$ cat src/rtl/afe_lbnl_multi_ch_ctrl.sv
// Control block for N_CH LBNL-style analog front-end channels.
// It holds each channel's configuration, synchronises the discriminator
// outputs, measures time-over-threshold, and queues finished hits into a FIFO
// through a round-robin arbiter.
module afe_lbnl_multi_ch_ctrl #(
  parameter int N_CH        = 4,
  parameter int TRIM_W      = 4,
  parameter int TOT_W       = 4,
  parameter int FIFO_DEPTH  = 8,
  parameter int SYNC_STAGES = 2
) (
  input  logic                       CLK,
  input  logic                       RST_B,
  input  logic                       cfg_we,
  input  logic [$clog2(N_CH)-1:0]    cfg_addr,
  input  logic [2*TRIM_W+2:0]        cfg_wdata,
  output logic [N_CH-1:0]            S0,
  output logic [N_CH-1:0]            S1,
  output logic [N_CH*TRIM_W-1:0]     DTH1,
  output logic [N_CH*TRIM_W-1:0]     DTH2,
  input  logic [N_CH-1:0]            outdis,
  output logic                       hit_valid,
  input  logic                       hit_ready,
  output logic [$clog2(N_CH)-1:0]    hit_ch,
  output logic [TOT_W-1:0]           hit_tot,
  output logic                       hit_sat,
  output logic [7:0]                 drop_cnt
);

  localparam int AW = $clog2(N_CH);
  localparam int PW = $clog2(FIFO_DEPTH);
  localparam int CW = PW + 1;
  localparam int EW = AW + TOT_W + 1;
  localparam logic [TOT_W-1:0] TOT_MAX = '1;

  typedef enum logic [1:0] {
    ST_IDLE,
    ST_COUNT,
    ST_PEND
  } ch_state_t;

  logic [N_CH-1:0]        mask;
  logic [SYNC_STAGES-1:0] sync_q [N_CH];
  logic [N_CH-1:0]        sync_out;
  logic [N_CH-1:0]        hit;
  logic [N_CH-1:0]        hit_prev;

  ch_state_t              state      [N_CH];
  ch_state_t              state_next [N_CH];
  logic [TOT_W-1:0]       tot        [N_CH];
  logic [TOT_W-1:0]       tot_next   [N_CH];
  logic [N_CH-1:0]        sat;
  logic [N_CH-1:0]        sat_next;
  logic [N_CH-1:0]        drop;
  logic [N_CH-1:0]        pend;
  logic [8:0]             drop_sum;

  logic [AW-1:0]          rr_ptr;
  logic                   grant_valid;
  logic [AW-1:0]          grant_ch;
  logic [AW-1:0]          grant_idx;
  logic [N_CH-1:0]        grant_vec;

  logic [EW-1:0]          mem [FIFO_DEPTH];
  logic [EW-1:0]          push_data;
  logic [EW-1:0]          head_q;
  logic [PW-1:0]          wr_ptr;
  logic [PW-1:0]          rd_ptr;
  logic [CW-1:0]          count;
  logic [CW-1:0]          ram_cnt;
  logic                   fifo_full;
  logic                   push;
  logic                   pop;
  logic                   load_head;

  // Configuration registers; an address beyond N_CH matches no channel and is ignored.
  always_ff @(posedge CLK or negedge RST_B) begin
    if (!RST_B) begin
      S0   <= '0;
      S1   <= '0;
      DTH1 <= '0;
      DTH2 <= '0;
      mask <= '1;
    end else begin
      for (int c = 0; c < N_CH; c++) begin
        if (cfg_we && (cfg_addr == AW'(c))) begin
          DTH1[c*TRIM_W +: TRIM_W] <= cfg_wdata[TRIM_W-1:0];
          DTH2[c*TRIM_W +: TRIM_W] <= cfg_wdata[2*TRIM_W-1:TRIM_W];
          S0[c]                    <= cfg_wdata[2*TRIM_W];
          S1[c]                    <= cfg_wdata[2*TRIM_W+1];
          mask[c]                  <= cfg_wdata[2*TRIM_W+2];
        end
      end
    end
  end

  // Discriminator synchronisers, preset to the inactive (high) level.
  always_ff @(posedge CLK or negedge RST_B) begin
    if (!RST_B) begin
      for (int c = 0; c < N_CH; c++) sync_q[c] <= '1;
    end else begin
      for (int c = 0; c < N_CH; c++) sync_q[c] <= {sync_q[c][SYNC_STAGES-2:0], outdis[c]};
    end
  end

  // Qualified hit: the discriminator is active-low and a masked channel never hits.
  always_comb begin
    for (int c = 0; c < N_CH; c++) sync_out[c] = sync_q[c][SYNC_STAGES-1];
    hit = ~sync_out & ~mask;
  end

  // Pending flags; these form the arbiter request vector.
  always_comb begin
    for (int c = 0; c < N_CH; c++) pend[c] = (state[c] == ST_PEND);
  end

  // Round-robin search, starting at the pointer; no grant while the FIFO is full.
  always_comb begin
    grant_valid = 1'b0;
    grant_ch    = '0;
    grant_idx   = '0;
    grant_vec   = '0;
    if (!fifo_full) begin
      for (int i = 0; i < N_CH; i++) begin
        grant_idx = AW'((int'(rr_ptr) + i) % N_CH);
        if (!grant_valid && pend[grant_idx]) begin
          grant_valid = 1'b1;
          grant_ch    = grant_idx;
        end
      end
    end
    if (grant_valid) grant_vec[grant_ch] = 1'b1;
  end

  // Per-channel ToT FSM. A count starts only on a rising hit, so a hit still high after the grant is ignored.
  always_comb begin
    for (int c = 0; c < N_CH; c++) begin
      state_next[c] = state[c];
      tot_next[c]   = tot[c];
      sat_next[c]   = sat[c];
      drop[c]       = 1'b0;
      case (state[c])
        ST_IDLE: begin
          if (hit[c] && !hit_prev[c]) begin
            state_next[c] = ST_COUNT;
            tot_next[c]   = TOT_W'(1);
            sat_next[c]   = 1'b0;
          end
        end
        ST_COUNT: begin
          if (mask[c]) begin
            state_next[c] = ST_IDLE;
          end else if (hit[c]) begin
            if (tot[c] == TOT_MAX) sat_next[c] = 1'b1;
            else                   tot_next[c] = tot[c] + 1'b1;
          end else begin
            state_next[c] = ST_PEND;
          end
        end
        ST_PEND: begin
          drop[c] = hit[c] && !hit_prev[c];
          if (grant_vec[c]) state_next[c] = ST_IDLE;
        end
        default: state_next[c] = ST_IDLE;
      endcase
    end
  end

  // Channel state, ToT and previous-hit registers.
  always_ff @(posedge CLK or negedge RST_B) begin
    if (!RST_B) begin
      for (int c = 0; c < N_CH; c++) begin
        state[c] <= ST_IDLE;
        tot[c]   <= '0;
      end
      sat      <= '0;
      hit_prev <= '0;
    end else begin
      for (int c = 0; c < N_CH; c++) begin
        state[c] <= state_next[c];
        tot[c]   <= tot_next[c];
      end
      sat      <= sat_next;
      hit_prev <= hit;
    end
  end

  // Sum of this cycle's drops; several channels can drop in the same cycle.
  always_comb begin
    drop_sum = {1'b0, drop_cnt};
    for (int c = 0; c < N_CH; c++) drop_sum = drop_sum + 9'(drop[c]);
  end

  // Saturating drop counter and round-robin pointer.
  always_ff @(posedge CLK or negedge RST_B) begin
    if (!RST_B) begin
      drop_cnt <= '0;
      rr_ptr   <= '0;
    end else begin
      drop_cnt <= (drop_sum > 9'd255) ? 8'hFF : drop_sum[7:0];
      if (grant_valid) rr_ptr <= (int'(grant_ch) == N_CH - 1) ? '0 : grant_ch + 1'b1;
    end
  end

  // FIFO control. Fullness counts the head register, and a grant sees the pre-pop flag.
  always_comb begin
    fifo_full = (count == CW'(FIFO_DEPTH));
    push      = grant_valid;
    pop       = hit_valid && hit_ready;
    load_head = (!hit_valid || pop) && (ram_cnt != '0);
    push_data = {grant_ch, tot[grant_ch], sat[grant_ch]};
  end

  // FIFO storage array. Reset only clears the pointers, which discards queued entries.
  always_ff @(posedge CLK) begin
    if (push) mem[wr_ptr] <= push_data;
  end

  // FIFO pointers, occupancy and the registered head entry.
  always_ff @(posedge CLK or negedge RST_B) begin
    if (!RST_B) begin
      wr_ptr    <= '0;
      rd_ptr    <= '0;
      count     <= '0;
      ram_cnt   <= '0;
      head_q    <= '0;
      hit_valid <= 1'b0;
    end else begin
      if (push) wr_ptr <= wr_ptr + 1'b1;
      if (push && !pop)      count <= count + 1'b1;
      else if (!push && pop) count <= count - 1'b1;
      if (push && !load_head)      ram_cnt <= ram_cnt + 1'b1;
      else if (!push && load_head) ram_cnt <= ram_cnt - 1'b1;
      if (load_head) begin
        head_q    <= mem[rd_ptr];
        hit_valid <= 1'b1;
        rd_ptr    <= rd_ptr + 1'b1;
      end else if (pop) begin
        hit_valid <= 1'b0;
      end
    end
  end

  assign {hit_ch, hit_tot, hit_sat} = head_q;

endmodule

$ cat config.mk
export PLATFORM = sky130hd
export DESIGN_NAME = afe_lbnl_multi_ch_ctrl
export DESIGN_NICKNAME = d
export VERILOG_FILES = /design/src/rtl/afe_lbnl_multi_ch_ctrl.sv
export SDC_FILE = /design/constraint.sdc
export NUM_CORES = 1
export LEC_CHECK = 0
export BUFFER_PORTS_ARGS = -buffer_cell sky130_fd_sc_hd__buf_2
export CAP_MARGIN = 0
export CELL_PAD_IN_SITES_DETAIL_PLACEMENT = 0
export CELL_PAD_IN_SITES_GLOBAL_PLACEMENT = 1
export CORE_AREA = 5 5 136 138
export DETAILED_ROUTE_END_ITERATION = 6
export DIE_AREA = 0 0 141 143
export PLACE_DENSITY = 0.75
export SYNTH_ARGS = -nofsm -noshare
export SYNTH_HDL_FRONTEND = slang
export SYNTH_SLANG_ARGS = --single-unit
$ cat constraint.sdc
create_clock -name CLK -period 2.65 [get_ports CLK]
set_input_delay 0.265 -clock CLK [delete_from_list [all_inputs] [get_ports CLK]]
set_output_delay 0.265 -clock CLK [all_outputs]
set_load 0.005 [all_outputs]
==> run summary <==
STATUS
-----------------------------------------------------------------------------------------
Outcome                                                                      finished, final reports clean

TIMING
-----------------------------------------------------------------------------------------
Worst hold slack                                                                0.0797 ns
RSZ-0062 raised after global routing                                                  yes
Slew at the pin closest to its max-slew limit                                    0.690 ns
Count of pins over their slew limit                                                     0
Period Utilization, post-route                                                      98.0%
Max Clock Freq                                                                    385 MHz
Skew final                                                                      0.0120 ns
Number of failing hold endpoints at the final stage                                     0
Worst slew margin                                                                   53.9%
Min Clock Period, post-route                                                      2.60 ns
Setup violation total in the final timing report                                        0

ROUTING
-----------------------------------------------------------------------------------------
DR vias                                                                              4450
Antenna-violating nets left                                                             0
Post-DR vias/cell                                                                    5.11
DRC                                                                                     0
Violation count after the first detailed-routing iteration                            197
Average routed wire per standard cell                                             16.6 um
Wire length reported by the detailed router                                       14.4 mm
Pre-antenna DRT Iters                                                                   4

POWER AND IR DROP
-----------------------------------------------------------------------------------------
Power Density                                                                1090 nW/um^2
Maximum vdd drop                                                                   575 uV
Leakage dissipation                                                            0.00379 uW

CLOCKING
-----------------------------------------------------------------------------------------
TritonCTS clock tree                                                                  yes
Number of levels the H-tree was split into                                              4
Total clock sinks                                                                     172
Max Buffers Root-to-Sink                                                                2
Number of buffers inserted during clock tree synthesis                                 17
Clock latency on the worst-skew pair                                              0.42 ns
Clock root buffer                                                            sky130_fd_sc_hd__clkbuf_16
Clock-pin slew of the registers on the worst-case setup and hold paths            0.06 ns

FLOORPLAN
-----------------------------------------------------------------------------------------
Effective utilization at floorplan                                                  43.4%
Die X                                                                              141 um
Die span in y                                                                      143 um
Area of the core                                                               17100 um^2
Total Die Area                                                                 20200 um^2
Number of rows created at floorplan                                                    48
Number of top-level pins                                                               77

PLACE
-----------------------------------------------------------------------------------------
GP Congestion                                                                       0.773
Instance area after placement                                                   8290 um^2
Number of cells in the design after placement                                         833
HPWL after detailed placement                                                     10.4 mm
Number of buffer cells added on primary ports                                          76

SYNTHESIS
-----------------------------------------------------------------------------------------
Mean instance size in the synthesized netlist                                   14.4 um^2
Netlist Area Pre-Place                                                          7400 um^2
Number of warnings issued by yosys                                                      0
Net Count, Synth                                                                      556
Portion of synthesized cell area occupied by the leading cell type                  35.2%
Post-synthesis register bit count                                                     172
Cell type with the highest aggregate area in the netlist                     sky130_fd_sc_hd__dfrtp_1
Proportion of register bits with asynchronous set or reset after synthesis          67.4%
Sequential share of the synthesized area                                            62.2%
Main synth FF type                                                           sky130_fd_sc_hd__dfrtp_1
Number of enable-type register cells in the synthesized netlist                        56
Number of distinct library cells after synthesis                                       52
Largest cells by area after synthesis                                        sky130_fd_sc_hd__dfrtp_1 35%, sky130_fd_sc_hd__edfxtp_1 23%, sky130_fd_sc_hd__mux2_2 7.6%
Post-Synthesis Cells                                                                  513

GRT
-----------------------------------------------------------------------------------------
Largest net degree at the start of global routing                                      53
Global routing met3 resource utilization                                            3.52%
Met2 global-route usage                                                             25.5%
Via count of the first global-routing pass                                           4694
Global-route wire length before repair                                            24.3 mm
Global routing usage on met1                                                        20.1%
Routing layer with the top usage in global route                                     met2
Number of antenna violations at the first check in global routing                       0
Sum of overflow across all layers after global routing                                  0
Total global-route track usage                                                      15.3%

SETUP PATH
-----------------------------------------------------------------------------------------
Peak fanout along the critical path                                                     6
Nature of the critical path startpoint                                               flop
Element type at the critical path end                                                flop
Arrival time at the worst endpoint                                                2.90 ns
Required time of the worst setup path                                             2.95 ns
Worst Path Class, Setup                                                           reg2reg

MIN PATH
-----------------------------------------------------------------------------------------
HP Class                                                                           in2reg

CELLS AND AREA
-----------------------------------------------------------------------------------------
Total area of multi-input combinational cells                                   2670 um^2
Area used by sequential logic in the layout                                     4600 um^2
Fraction of layout cells with a size suffix above 1                                 37.5%
Total number of nets in the final design                                              676
Final design instance area without fill                                         8910 um^2
Count of non-filler cells in the finished layout                                      871
Area growth from synthesis to final layout                                          20.4%
Diode insertion count for antenna repair                                                0
Filler cell count                                                                    1448

FLOW RUN
-----------------------------------------------------------------------------------------
Max Cap Viol                                                                            0

==> final cells by class <==
type                            instances  area share, %
Multi-Input combinational cell        301           29.9
Clock buffer                           24           5.66
Timing Repair Buffer                  116           7.95
Clock inverter                          8          0.604
Inverter                               25           1.05
Sequential cell                       172           51.6
Tap cell                              225           3.16
==> cell usage after synthesis, types with 7 or more instances <==
library cell,n
sky130_fd_sc_hd__dfstp_2,12
sky130_fd_sc_hd__nand4_1,7
sky130_fd_sc_hd__a21oi_1,30
sky130_fd_sc_hd__mux4_2,14
sky130_fd_sc_hd__ha_1,17
sky130_fd_sc_hd__edfxtp_1,56
sky130_fd_sc_hd__mux2i_1,7
sky130_fd_sc_hd__nand3_1,12
sky130_fd_sc_hd__clkbuf_1,10
sky130_fd_sc_hd__inv_1,25
sky130_fd_sc_hd__o21ai_0,9
sky130_fd_sc_hd__o21a_1,7
sky130_fd_sc_hd__xor2_1,13
sky130_fd_sc_hd__dfrtp_1,104
sky130_fd_sc_hd__mux2_2,50
sky130_fd_sc_hd__nand2b_1,8
sky130_fd_sc_hd__xnor2_1,9
sky130_fd_sc_hd__nor3_1,8
sky130_fd_sc_hd__nor4_1,7
sky130_fd_sc_hd__nand2_1,19
sky130_fd_sc_hd__nor2_1,26
==> registers in the layout, indices dropped and copies added, names as in the netlist <==
register,flops
DTH1,16
rr_ptr,2
ram_cnt,4
head_q,7
S0,4
DTH2,16
sync_q,4
rd_ptr,3
count,4
mask,4
hit_valid,1
drop_cnt,8
sat,4
sync_out,4
state,8
S1,4
wr_ptr,3
tot,16
hit_prev,4
mem,56
==> cells by family after synthesis <==
group,share of synthesized area (%)
AOI/OAI and AO/OA,5.11
and+or+nand+nor,9.10
adders and majority gates,4.23
xor gates and xnor gates,2.60
muxes,14.6
DFF,62.2
buffers and inverters,2.22
==> cell usage in the layout, fill, tap and decap left out, types with 5 or more instances in the layout <==
cell                            instances
sky130_fd_sc_hd__edfxtp_1              56
sky130_fd_sc_hd__buf_2                 75
sky130_fd_sc_hd__a21oi_1               29
sky130_fd_sc_hd__nand2_1               19
sky130_fd_sc_hd__dlygate4sd3_1          5
sky130_fd_sc_hd__xor2_1                13
sky130_fd_sc_hd__ha_1                  17
sky130_fd_sc_hd__xnor2_1                9
sky130_fd_sc_hd__mux2_2                50
sky130_fd_sc_hd__nor2_1                26
sky130_fd_sc_hd__clkbuf_16             19
sky130_fd_sc_hd__nand2b_1               8
sky130_fd_sc_hd__inv_1                 24
sky130_fd_sc_hd__nor4_1                 7
sky130_fd_sc_hd__mux4_2                17
sky130_fd_sc_hd__dfstp_2               12
sky130_fd_sc_hd__o21a_1                 7
sky130_fd_sc_hd__o21ai_0                8
sky130_fd_sc_hd__buf_4                 35
sky130_fd_sc_hd__nor3_1                 8
sky130_fd_sc_hd__nand4_1                7
sky130_fd_sc_hd__mux2i_1                7
sky130_fd_sc_hd__nand3_1               12
sky130_fd_sc_hd__dfrtp_1              103
==> timing repair <==
item | CTS | global route
pin swaps | 2 | 5
endpoints found under the setup margin | 1 | 26
gates resized for setup | 0 | 8
hold endpoints to repair | 30 | 0
setup buffers | 0 | 1
hold buffers | 5 | 0
==> per-stage QoR <==
stage / setup TNS, ns / utilization, % / setup WS, ns / total power (uW)
after CTS: 0 / 52.1 / 0.00644 / 9760
after detailed placement: -0.0108 / 48.6 / -0.0108 / 7380
final: 0 / 52.2 / 0.0534 / 9680
after global routing: -0.378 / 52.2 / -0.0779 / 10400
after floorplan: -0.0257 / - / -0.0148 / 6230
after global placement: 0 / 48.6 / 0.0316 / 7240
==> routing by layer <==
metal  part of all wire (%)  routed length, um
met5                      0                  0
met1                     44               6330
met2                     51               7410
met3                    4.1                592
met4                   0.81                117
==> worst max-delay path: stages, from the launching register on <==
cell and delay (ns):
sky130_fd_sc_hd__dfstp_2 0.36, sky130_fd_sc_hd__or2_2 0.30, sky130_fd_sc_hd__or3_4 0.34, sky130_fd_sc_hd__fa_1 0.51, sky130_fd_sc_hd__fa_2 0.19, sky130_fd_sc_hd__inv_2 0.04, sky130_fd_sc_hd__fa_2 0.38, sky130_fd_sc_hd__nand3_1 0.13
sky130_fd_sc_hd__xor2_1 0.16, sky130_fd_sc_hd__nand2_1 0.06
==> worst paths after layout <==
check                                  from     endpoint  slack [ns]  depth (start not counted)
max in group asynchronous             RST_B      mask[2]        1.49                          3
worst min register to register    sync_q[4]  sync_out[1]        0.36                          0
worst min-delay path              hit_ready    hit_valid        0.08                          2
min in group asynchronous             RST_B    head_q[2]        0.34                          2
worst max register to register  sync_out[2]  drop_cnt[4]        0.05                          9
worst max-delay path            sync_out[2]  drop_cnt[4]        0.05                          9
==> where the power goes <==
part / switching, uW / total, uW / internal [uW]
Combinational: 1580 / 3220 / 1630
Clock: 970 / 2310 / 1340
Sequential: 547 / 4150 / 3610
Total: 3100 / 9680 / 6580
Note: power is estimated with default switching activity, not from simulation.
